--- src/rtl/decode_stage.sv ---
// Instruction-decode stage: register-file addressing, MEM/WB operand
// forwarding, load-use stall detection, MIPS-subset decode and the ID/EX
// pipeline register with flush/bubble insertion and a bubble counter.
module decode_stage (
   input  logic        clk,
   input  logic        reset,
   input  logic        i_valid,
   input  logic [31:0] i_instruction,
   input  logic [31:0] i_pc_plus4,
   input  logic        i_flush,
   input  logic [31:0] i_rf_data1,
   input  logic [31:0] i_rf_data2,
   input  logic        i_ex_mem_read,
   input  logic [4:0]  i_ex_rd,
   input  logic        i_mem_reg_write,
   input  logic [4:0]  i_mem_rd,
   input  logic [31:0] i_mem_result,
   input  logic        i_wb_reg_write,
   input  logic [4:0]  i_wb_rd,
   input  logic [31:0] i_wb_data,
   output logic [4:0]  o_rf_read_register1,
   output logic [4:0]  o_rf_read_register2,
   output logic        o_stall,
   output logic        o_ex_valid,
   output logic [31:0] o_ex_rs_data,
   output logic [31:0] o_ex_rt_data,
   output logic [31:0] o_ex_imm,
   output logic [4:0]  o_ex_shamt,
   output logic [4:0]  o_ex_rd,
   output logic        o_ex_reg_write,
   output logic        o_ex_mem_read,
   output logic        o_ex_mem_write,
   output logic        o_ex_alu_src,
   output logic        o_ex_branch,
   output logic        o_ex_branch_ne,
   output logic [3:0]  o_ex_alu_op,
   output logic [31:0] o_ex_pc_plus4,
   output logic [15:0] o_bubble_count
);

   localparam logic [3:0] ALU_ADD  = 4'd0;
   localparam logic [3:0] ALU_SUB  = 4'd1;
   localparam logic [3:0] ALU_AND  = 4'd2;
   localparam logic [3:0] ALU_OR   = 4'd3;
   localparam logic [3:0] ALU_XOR  = 4'd4;
   localparam logic [3:0] ALU_NOR  = 4'd5;
   localparam logic [3:0] ALU_SLT  = 4'd6;
   localparam logic [3:0] ALU_SLTU = 4'd7;
   localparam logic [3:0] ALU_SLL  = 4'd8;
   localparam logic [3:0] ALU_SRL  = 4'd9;
   localparam logic [3:0] ALU_SRA  = 4'd10;
   localparam logic [3:0] ALU_LUI  = 4'd11;

   localparam logic [5:0] OP_RTYPE = 6'h00;
   localparam logic [5:0] OP_BEQ   = 6'h04;
   localparam logic [5:0] OP_BNE   = 6'h05;
   localparam logic [5:0] OP_ADDI  = 6'h08;
   localparam logic [5:0] OP_ADDIU = 6'h09;
   localparam logic [5:0] OP_SLTI  = 6'h0A;
   localparam logic [5:0] OP_SLTIU = 6'h0B;
   localparam logic [5:0] OP_ANDI  = 6'h0C;
   localparam logic [5:0] OP_ORI   = 6'h0D;
   localparam logic [5:0] OP_LUI   = 6'h0F;
   localparam logic [5:0] OP_LW    = 6'h23;
   localparam logic [5:0] OP_SW    = 6'h2B;

   typedef struct packed {
      logic        valid;
      logic [31:0] rs_data;
      logic [31:0] rt_data;
      logic [31:0] imm;
      logic [4:0]  shamt;
      logic [4:0]  rd;
      logic        reg_write;
      logic        mem_read;
      logic        mem_write;
      logic        alu_src;
      logic        branch;
      logic        branch_ne;
      logic [3:0]  alu_op;
      logic [31:0] pc_plus4;
   } idex_t;

   // Operand bypass: MEM beats WB beats register file; $0 is hard zero.
   function automatic logic [31:0] fwd_operand(
      input logic [4:0]  r,
      input logic [31:0] rf_data,
      input logic        mem_we,
      input logic [4:0]  mem_rd,
      input logic [31:0] mem_val,
      input logic        wb_we,
      input logic [4:0]  wb_rd,
      input logic [31:0] wb_val
   );
      logic [31:0] v;
      if (r == 5'd0) begin
         v = 32'd0;
      end else if (mem_we && (mem_rd != 5'd0) && (mem_rd == r)) begin
         v = mem_val;
      end else if (wb_we && (wb_rd != 5'd0) && (wb_rd == r)) begin
         v = wb_val;
      end else begin
         v = rf_data;
      end
      return v;
   endfunction

   logic [5:0]  opcode;
   logic [5:0]  funct;
   logic [4:0]  rs;
   logic [4:0]  rt;
   logic        rs_used;
   logic        rt_used;
   logic        stall;
   idex_t       dec;
   idex_t       idex_d;
   idex_t       idex_q;
   logic [15:0] bubble_cnt_d;
   logic [15:0] bubble_cnt_q;

   assign opcode = i_instruction[31:26];
   assign funct  = i_instruction[5:0];
   assign rs     = i_instruction[25:21];
   assign rt     = i_instruction[20:16];

   assign o_rf_read_register1 = rs;
   assign o_rf_read_register2 = rt;

   // Decode the instruction word into ALU/memory/branch controls and operands.
   always_comb begin
      dec           = '0;
      dec.valid     = i_valid;
      dec.shamt     = i_instruction[10:6];
      dec.imm       = {{16{i_instruction[15]}}, i_instruction[15:0]};
      dec.pc_plus4  = i_pc_plus4;
      dec.rs_data   = fwd_operand(rs, i_rf_data1, i_mem_reg_write, i_mem_rd, i_mem_result,
                                  i_wb_reg_write, i_wb_rd, i_wb_data);
      dec.rt_data   = fwd_operand(rt, i_rf_data2, i_mem_reg_write, i_mem_rd, i_mem_result,
                                  i_wb_reg_write, i_wb_rd, i_wb_data);
      rs_used       = 1'b1;
      rt_used       = 1'b0;
      case (opcode)
         OP_RTYPE: begin
            rt_used       = 1'b1;
            dec.rd        = i_instruction[15:11];
            dec.reg_write = 1'b1;
            case (funct)
               6'h20, 6'h21: dec.alu_op = ALU_ADD;
               6'h22, 6'h23: dec.alu_op = ALU_SUB;
               6'h24:        dec.alu_op = ALU_AND;
               6'h25:        dec.alu_op = ALU_OR;
               6'h26:        dec.alu_op = ALU_XOR;
               6'h27:        dec.alu_op = ALU_NOR;
               6'h2A:        dec.alu_op = ALU_SLT;
               6'h2B:        dec.alu_op = ALU_SLTU;
               6'h00: begin
                  dec.alu_op = ALU_SLL;
                  rs_used    = 1'b0;
               end
               6'h02: begin
                  dec.alu_op = ALU_SRL;
                  rs_used    = 1'b0;
               end
               6'h03: begin
                  dec.alu_op = ALU_SRA;
                  rs_used    = 1'b0;
               end
               default: begin
                  // Unsupported funct: behaves as a NOP.
                  dec.rd        = 5'd0;
                  dec.reg_write = 1'b0;
               end
            endcase
         end
         OP_ADDI, OP_ADDIU: begin
            dec.alu_op    = ALU_ADD;
            dec.rd        = rt;
            dec.reg_write = 1'b1;
            dec.alu_src   = 1'b1;
         end
         OP_SLTI: begin
            dec.alu_op    = ALU_SLT;
            dec.rd        = rt;
            dec.reg_write = 1'b1;
            dec.alu_src   = 1'b1;
         end
         OP_SLTIU: begin
            dec.alu_op    = ALU_SLTU;
            dec.rd        = rt;
            dec.reg_write = 1'b1;
            dec.alu_src   = 1'b1;
         end
         OP_ANDI: begin
            dec.alu_op    = ALU_AND;
            dec.imm       = {16'h0000, i_instruction[15:0]};
            dec.rd        = rt;
            dec.reg_write = 1'b1;
            dec.alu_src   = 1'b1;
         end
         OP_ORI: begin
            dec.alu_op    = ALU_OR;
            dec.imm       = {16'h0000, i_instruction[15:0]};
            dec.rd        = rt;
            dec.reg_write = 1'b1;
            dec.alu_src   = 1'b1;
         end
         OP_LUI: begin
            rs_used       = 1'b0;
            dec.alu_op    = ALU_LUI;
            dec.imm       = {i_instruction[15:0], 16'h0000};
            dec.rd        = rt;
            dec.reg_write = 1'b1;
            dec.alu_src   = 1'b1;
         end
         OP_LW: begin
            dec.alu_op    = ALU_ADD;
            dec.rd        = rt;
            dec.reg_write = 1'b1;
            dec.mem_read  = 1'b1;
            dec.alu_src   = 1'b1;
         end
         OP_SW: begin
            rt_used       = 1'b1;
            dec.alu_op    = ALU_ADD;
            dec.mem_write = 1'b1;
            dec.alu_src   = 1'b1;
         end
         OP_BEQ, OP_BNE: begin
            rt_used       = 1'b1;
            dec.alu_op    = ALU_SUB;
            dec.branch    = 1'b1;
            dec.branch_ne = (opcode == OP_BNE);
         end
         default: begin
            // Unknown opcode: valid passes through with every control cleared.
            dec.alu_op = ALU_ADD;
         end
      endcase
   end

   // Load-use hazard: the load in EX writes a register this instruction reads.
   always_comb begin
      if (i_valid && !i_flush && i_ex_mem_read && (i_ex_rd != 5'd0)) begin
         stall = (rs_used && (rs == i_ex_rd)) || (rt_used && (rt == i_ex_rd));
      end else begin
         stall = 1'b0;
      end
   end

   assign o_stall = stall;

   // Choose the next ID/EX contents: flush and stall insert a bubble.
   always_comb begin
      idex_d       = '0;
      bubble_cnt_d = bubble_cnt_q;
      if (i_flush) begin
         idex_d = '0;
      end else if (stall) begin
         idex_d = '0;
         if (bubble_cnt_q != 16'hFFFF) begin
            bubble_cnt_d = bubble_cnt_q + 16'd1;
         end else begin
            bubble_cnt_d = bubble_cnt_q;
         end
      end else if (i_valid) begin
         idex_d = dec;
      end else begin
         idex_d = '0;
      end
   end

   // ID/EX pipeline register and bubble counter.
   always_ff @(posedge clk or posedge reset) begin
      if (reset) begin
         idex_q       <= '0;
         bubble_cnt_q <= 16'd0;
      end else begin
         idex_q       <= idex_d;
         bubble_cnt_q <= bubble_cnt_d;
      end
   end

   assign o_ex_valid     = idex_q.valid;
   assign o_ex_rs_data   = idex_q.rs_data;
   assign o_ex_rt_data   = idex_q.rt_data;
   assign o_ex_imm       = idex_q.imm;
   assign o_ex_shamt     = idex_q.shamt;
   assign o_ex_rd        = idex_q.rd;
   assign o_ex_reg_write = idex_q.reg_write;
   assign o_ex_mem_read  = idex_q.mem_read;
   assign o_ex_mem_write = idex_q.mem_write;
   assign o_ex_alu_src   = idex_q.alu_src;
   assign o_ex_branch    = idex_q.branch;
   assign o_ex_branch_ne = idex_q.branch_ne;
   assign o_ex_alu_op    = idex_q.alu_op;
   assign o_ex_pc_plus4  = idex_q.pc_plus4;
   assign o_bubble_count = bubble_cnt_q;

endmodule

--- config.mk ---
export PLATFORM = sky130hd
export DESIGN_NAME = decode_stage
export DESIGN_NICKNAME = d
export VERILOG_FILES = /design/src/rtl/decode_stage.sv
export SDC_FILE = /design/constraint.sdc
export NUM_CORES = 1
export LEC_CHECK = 0
export CORE_AREA = 2 2 150 152
export DETAILED_ROUTE_END_ITERATION = 16
export DIE_AREA = 0 0 152 154
export PLACE_DENSITY_LB_ADDON = 0.12
export REMOVE_ABC_BUFFERS = 1
export SLEW_MARGIN = 25
export SYNTH_ARGS = -nofsm -noshare
export SYNTH_HDL_FRONTEND = slang
export SYNTH_SLANG_ARGS = --single-unit
--- constraint.sdc ---
create_clock -name clk -period 16.55 [get_ports clk]
set_input_delay 3.31 -clock clk [delete_from_list [all_inputs] [get_ports clk]]
set_output_delay 3.31 -clock clk [all_outputs]
set_load 0.02 [all_outputs]
==> impl_metrics.ini, run 1 <==
[detailed_routing]
vias = 6819
ant_nets = 0
drt_iter0_markers = 349
drt-pass1-iter-count = 4
drc_errors = 0
wirelength_um = 26690
avgRoutedWirePerCell_um = 19.38
viasPerCell = 4.952

[timing]
maxSlewHeadroom_pct = 35.99
setup_viol = 0
hold_viol = 0
final_max_slew_viol_count = 0
fin_tns_setup_ns = 0
finClkSkew_ns = 0.01082
period_share_pct = 58.07
rsz0062_at_grt = no
whs_ns = 0.5013
finalCriticalPeriod_ns = 9.611
timing.fmax_mhz = 104.0
tightest_slew_ns = 0.9601

[clock_tree]
cts_setup_buffers = 0
clock_sinks = 165
clkLatencyLatePin_ns = 0.42
clk_path_buf_depth = 2
ctsResizeCount = 0
cts_tree = yes
path_clk_slew_ns = 0.07
postCtsHoldBufs = 0
h-tree-depth = 4
clock-root-buffer = clkbuf_16
cts_buffers = 17

[yosys]
synthTopCellsByArea = dfrtp_1 (52%), a311oi_2 (5.5%), a211oi_2 (4.9%)
synth_edf_count = 0
synthFlopType = dfrtp_1
ys_seq_area_share_pct = 52.39
synth_top_area_share_pct = 52.39
synth_area_leader_cell = dfrtp_1
ys.warnings.count = 0
synthArstFlopShare_pct = 100.0
synth_cells = 722
synth.distinct_cells = 54
synth.ff_latch_count = 165
avgSynthCellArea_sq_um = 10.92
synth_area_sq_um = 7881

[finish]
seqCellArea_sq_um = 4129
multi_input_area_sq_um = 3442
synthToLayoutAreaGrowth_pct = 58.79
nets = 1298
design_area_sq_um = 12510
fillers = 1877
final_util_pct = 57.70
layout-drive-gt1-share_pct = 10.77

[setup_path]
cpMaxStageDelayCell = o41ai_1
crit_type = primary input to output port
max_stage_delay_ns = 0.83
endpoint_kind = output port
cp_data_required_time_ns = 13.24
cp_common_cell = clkdlybuf4s50_1
worstPathMaxFanout = 20
path_cells = clkdlybuf4s50_1 -> nand2_1 -> nor4_2 -> buf_4 -> a41o_1 -> o41ai_1 -> clkdlybuf4s50_1
critPathArrivalTime_ns = 6.30
critPathLaunchType = primary input

[global_route]
grt_usage_pct = 22.46
grt_pass1_vias = 6705
grt.overflow.total = 0
grt_max_degree = 89
grt_pass1_wl_um = 40350
antenna_found_initial = 1

[hold_path]
worstHoldPathType = flop to flop

[die]
ios = 390
start_util_pct = 36.34
die_w_um = 152
core_sq_um = 21690
num_rows = 54
die_h_um = 154
dieArea_sq_um = 23410

[place]
place_area_sq_um = 11900
dp_hpwl_um = 19770
io_buffer_count = 389
gp_congestion = 0.9009

[flow_run]
max_cap_violations = 0

[status]
outcome = finished, final reports clean

[power]
p_total_w = 0.001008
power_leakage_nw = 5.147
vdd.ir_drop.worst_mv = 0.05835
p_per_area_nw_per_um2 = 80.55
## final timing paths
kind,slack (ns),start,depth (start not counted),endpoint
min in group asynchronous,3.40,reset,2,o_ex_pc_plus4[15]
min,0.50,o_bubble_count[9],1,o_bubble_count[9]
max,6.94,i_instruction[29],7,o_stall
max in group asynchronous,11.89,reset,3,o_bubble_count[6]
min reg2reg,0.50,o_bubble_count[9],1,o_bubble_count[9]
max reg2reg,14.46,o_bubble_count[6],5,o_bubble_count[1]
## layout by cell type (no fill, tap or decap), types with 3 or more instances in the layout
cell,netlist,final
a211oi_2,31,31
a21oi_1,20,20
a22oi_1,6,6
a311oi_2,29,29
and2_1,52,51
buf_4,12,5
clkbuf_16,0,17
clkdlybuf4s50_1,0,389
clkinv_8,0,3
dfrtp_1,165,165
inv_1,7,6
inv_6,1,6
inv_8,0,4
mux2i_1,34,34
nand2_1,96,95
nand2b_1,7,7
nand3_1,8,7
nand4_1,8,8
nor2_1,91,91
nor2b_1,4,4
nor3_1,10,9
nor4_1,6,5
o211ai_1,3,3
o21ai_0,7,7
or4_1,5,5
xnor2_1,18,18
xor2_1,26,26
## critical path: cells and delay by family
family                 cells  cell delay [ns]
buffers and inverters      3             1.54
AOI/OAI and AO/OA          2             1.11
and+or+nand+nor            2             0.33
## cell usage after synthesis, drive strengths merged (9+ instances only)
cell / count
nor2: 91
buf: 34
a211oi: 33
a311oi: 31
clkbuf: 19
o21ai: 10
xor2: 26
xnor2: 18
a21oi: 20
mux2i: 34
dfrtp: 165
nand2: 97
nor3: 10
and2: 52
nand3: 9
## sequential cells by signal (all words and copies together) (netlist names), 4 cells and up
signal	cells
o_bubble_count	16
o_ex_alu_op	4
o_ex_imm	32
o_ex_pc_plus4	32
o_ex_rd	5
o_ex_rs_data	32
o_ex_rt_data	32
o_ex_shamt	5
## area by class of cell
type	instances	share of cell area (%)
flip-flops and latches	165	32.99
repair buffers	395	31.50
multi-input cells	496	27.50
clock buffers	17	3.399
well taps	280	2.799
clock inverters	15	1.460
inverters	8	0.3199
diodes	1	0.02000
## per-layer routing
| metal | wire length [um] | vias to the layer above | track usage, % |
|---|---|---|---|
| met1 | 10500 | 3287 | 26.88 |
| met4 | 541 | 0 | 7.299 |
| met3 | 2008 | 34 | 6.313 |
| met5 | 0 | - | 0 |
| li1 | - | 3208 | - |
| met2 | 13640 | 290 | 39.15 |
## power breakdown
| group | switching (W) | internal, W |
|---|---|---|
| Clock | 0.000191 | 0.000218 |
| Sequential | 0.00000469 | 0.000418 |
| Combinational | 0.0000848 | 0.0000922 |
| Total | 0.000281 | 0.000727 |
## cell families (layout without fill, tap and decap cells)
family	Yosys count	after routing	share of synthesized area [%]
adder cells (fa/ha/maj)	1	1	0.1587
AO/OA/AOI/OAI	110	110	14.72
AND/OR/NAND/NOR	305	305	18.86
multiplexers	36	36	4.604
buffers and inverters	61	435	4.382
other	0	1	0
flip-flops	165	165	52.39
XOR/XNOR	44	44	4.890
## stage by stage
stage | std cells | setup slack (ns)
global placement | 1344 | 7.057
detailed placement | 1344 | 7.004
CTS | 1376 | 7.002
floorplan | 669 | 7.940
global route | 1377 | 6.861
finish | 1377 | 6.939
Note: power is estimated with default switching activity, not from simulation.
==> inputs of run 2 (changes only) <==
--- a/config.mk
+++ b/config.mk
@@ -5,9 +5,9 @@
 export SDC_FILE = /design/constraint.sdc
 export NUM_CORES = 1
 export LEC_CHECK = 0
-export CORE_AREA = 2 2 150 152
+export CORE_AREA = 2 2 151 153
 export DETAILED_ROUTE_END_ITERATION = 16
-export DIE_AREA = 0 0 152 154
+export DIE_AREA = 0 0 153 155
 export PLACE_DENSITY_LB_ADDON = 0.12
 export REMOVE_ABC_BUFFERS = 1
 export SLEW_MARGIN = 25
==> constraint.sdc (replaced) <==
create_clock -name clk -period 9.7 [get_ports clk]
set_input_delay 1.94 -clock clk [delete_from_list [all_inputs] [get_ports clk]]
set_output_delay 1.94 -clock clk [all_outputs]
set_load 0.02 [all_outputs]
==> run 2 against run 1 <==
  * Flip-flop and latch count is the same
  * First-iteration DRC count shrank 21%
  * Core utilization shrank 1.3 points
  * Clock skew decreased by 0.0053 ns
  * Global-route usage down 0.29 points
  * Register-to-register slack got worse by 6.9 ns
  * Critical path depth did not move
  * Final cell count rose by 0.36%
==> impl_metrics.ini, run 2 (synthesis gave the netlist of run 1 again) <==
[power]
p_per_area_nw_per_um2 = 138.5
p_sw_share_pct = 27.17
p_sw_w = 0.0004713
pwr-share-comb_pct = 17.4
pwr-share-seq_pct = 41.6
vdd.ir_drop.worst_mv = 0.1025
p_clk_share_pct = 41.0
power_leakage_nw = 5.156
internal_power_w = 0.001263

[setup_path]
max_stage_delay_ns = 0.84
path_cells = clkdlybuf4s50_1 -> nand2_1 -> nor4_2 -> buf_4 -> a41o_1 -> o41ai_1 -> clkdlybuf4s50_1
critPathLaunchType = primary input
cp_data_required_time_ns = 7.76
endpoint_kind = output port
worstPathMaxFanout = 20
crit_type = primary input to output port
cpMaxStageDelayCell = o41ai_1
r2r_setup_slack_ns = 7.58
crit_start = i_instruction[29]
cp_common_cell = clkdlybuf4s50_1
critPathArrivalTime_ns = 4.91
r2r-start = o_bubble_count[7]
cp_num_buf_inv = 3
cp_top_family = buffers and inverters

[timing]
hold_viol = 0
finClkSkew_ns = 0.005502
timing.fmax_mhz = 145.9
tightest_slew_ns = 0.9510
setup_viol = 0
maxSlewHeadroom_pct = 36.60
finalCriticalPeriod_ns = 6.855
final_max_slew_viol_count = 0
fin_ws_ns = 2.845
period_share_pct = 70.67
fin_tns_setup_ns = 0
rsz0062_at_grt = no

[clock_tree]
cts_tree = yes
cts_buffers = 17
h-tree-depth = 4
path_clk_slew_ns = 0.07
ctsResizeCount = 0
clk_path_buf_depth = 2
cts_setup_buffers = 0
clkLatencyLatePin_ns = 0.42
postCtsHoldBufs = 0
clock-root-buffer = clkbuf_16
clock_sinks = 165

[finish]
design_area_sq_um = 12530
final_cell_mix = clkdlybuf4s50_1 (389), dfrtp_1 (165), nand2_1 (95)
fillers = 1993
seqCellArea_sq_um = 4129
layout-drive-gt1-share_pct = 10.77
nets = 1298
multi_input_area_sq_um = 3442
synthToLayoutAreaGrowth_pct = 58.98
final_common_cell = clkdlybuf4s50_1

[die]
die_h_um = 155
ios = 390
core_sq_um = 22230
num_rows = 55
start_util_pct = 35.46
die_w_um = 153
dieArea_sq_um = 23720

[flow_run]
max_cap_violations = 0

[global_route]
grt_pass1_wl_um = 40600
grt.overflow.total = 0
antenna_found_initial = 1
grt_max_degree = 95
grt_pass1_vias = 6826
grt_usage_pct = 22.17

[hold_path]
worstHoldPathType = flop to flop
hp-start = o_bubble_count[11]

[place]
io_buffer_count = 389
dp_hpwl_um = 19310
gp_congestion = 0.8587
place_area_sq_um = 11910
place_ws_ns = 2.862

[detailed_routing]
vias = 6820
drt-pass1-iter-count = 5
drc_errors = 0
ant_nets = 0
drt_iter0_markers = 274
wirelength_um = 26750
avgRoutedWirePerCell_um = 19.35
viasPerCell = 4.935

[status]
outcome = finished, final reports clean
run 2: cell count changes in the layout (fill, tap and decap cells not counted), sizes merged:
cell      delta
clkinvlp     -1
bufinv       +1
inv          -1
clkinv       +1
run 2: area by class of cell:
class,instances,area share (%)
repair buffers,395,31.47
well taps,285,2.846
diodes,1,0.01997
clock buffers,17,3.395
clock inverters,15,1.528
inverters,8,0.3196
multi-input cells,496,27.47
flip-flops and latches,165,32.95
run 2: worst paths after layout:
| path | to | cells after the start |
|---|---|---|
| worst max-delay path | o_stall | 7 |
| max in group asynchronous | o_ex_rs_data[1] | 3 |
| worst min-delay path | o_bubble_count[11] | 1 |
| worst min register to register | o_bubble_count[11] | 1 |
| min in group asynchronous | o_ex_pc_plus4[13] | 2 |
| worst max register to register | o_bubble_count[1] | 5 |
run 2: worst reg2reg max path: stages, from the launching register on:
cell and delay, ns:
dfrtp_1 0.47, nand4_1 0.21, nor4_1 0.40, nand3_1 0.36, nand2b_1 0.24, mux2_2 0.34
run 2: metrics by stage:
step	power (W)	instances	hold slack [ns]	util, %
global placement	0.001038	1349	0.4851	53.57
floorplan	0.0008484	669	0.5949	-
CTS	0.001756	1381	0.5010	56.34
detailed placement	0.001039	1349	0.4909	53.57
finish	0.001735	1382	0.5005	56.37
global route	0.001807	1382	0.5300	56.37
run 2: layer usage:
layer / global-route usage, % / vias to the layer above / wire, um
met3: 6.407 / 26 / 2037
met4: 6.922 / 0 / 453
met1: 27.73 / 3305 / 11050
met2: 37.31 / 277 / 13210
met5: 0 / - / 0
li1: - / 3212 / -
run 2: power groups by stage:
stage	sequential [W]	combinational, W	clock [W]
detailed placement	0.000735	0.000305	0
global placement	0.000734	0.000304	0
floorplan	0.000768	0.0000801	0
finish	0.000721	0.000302	0.000711
CTS	0.000722	0.000306	0.000728
global route	0.000724	0.000324	0.000759
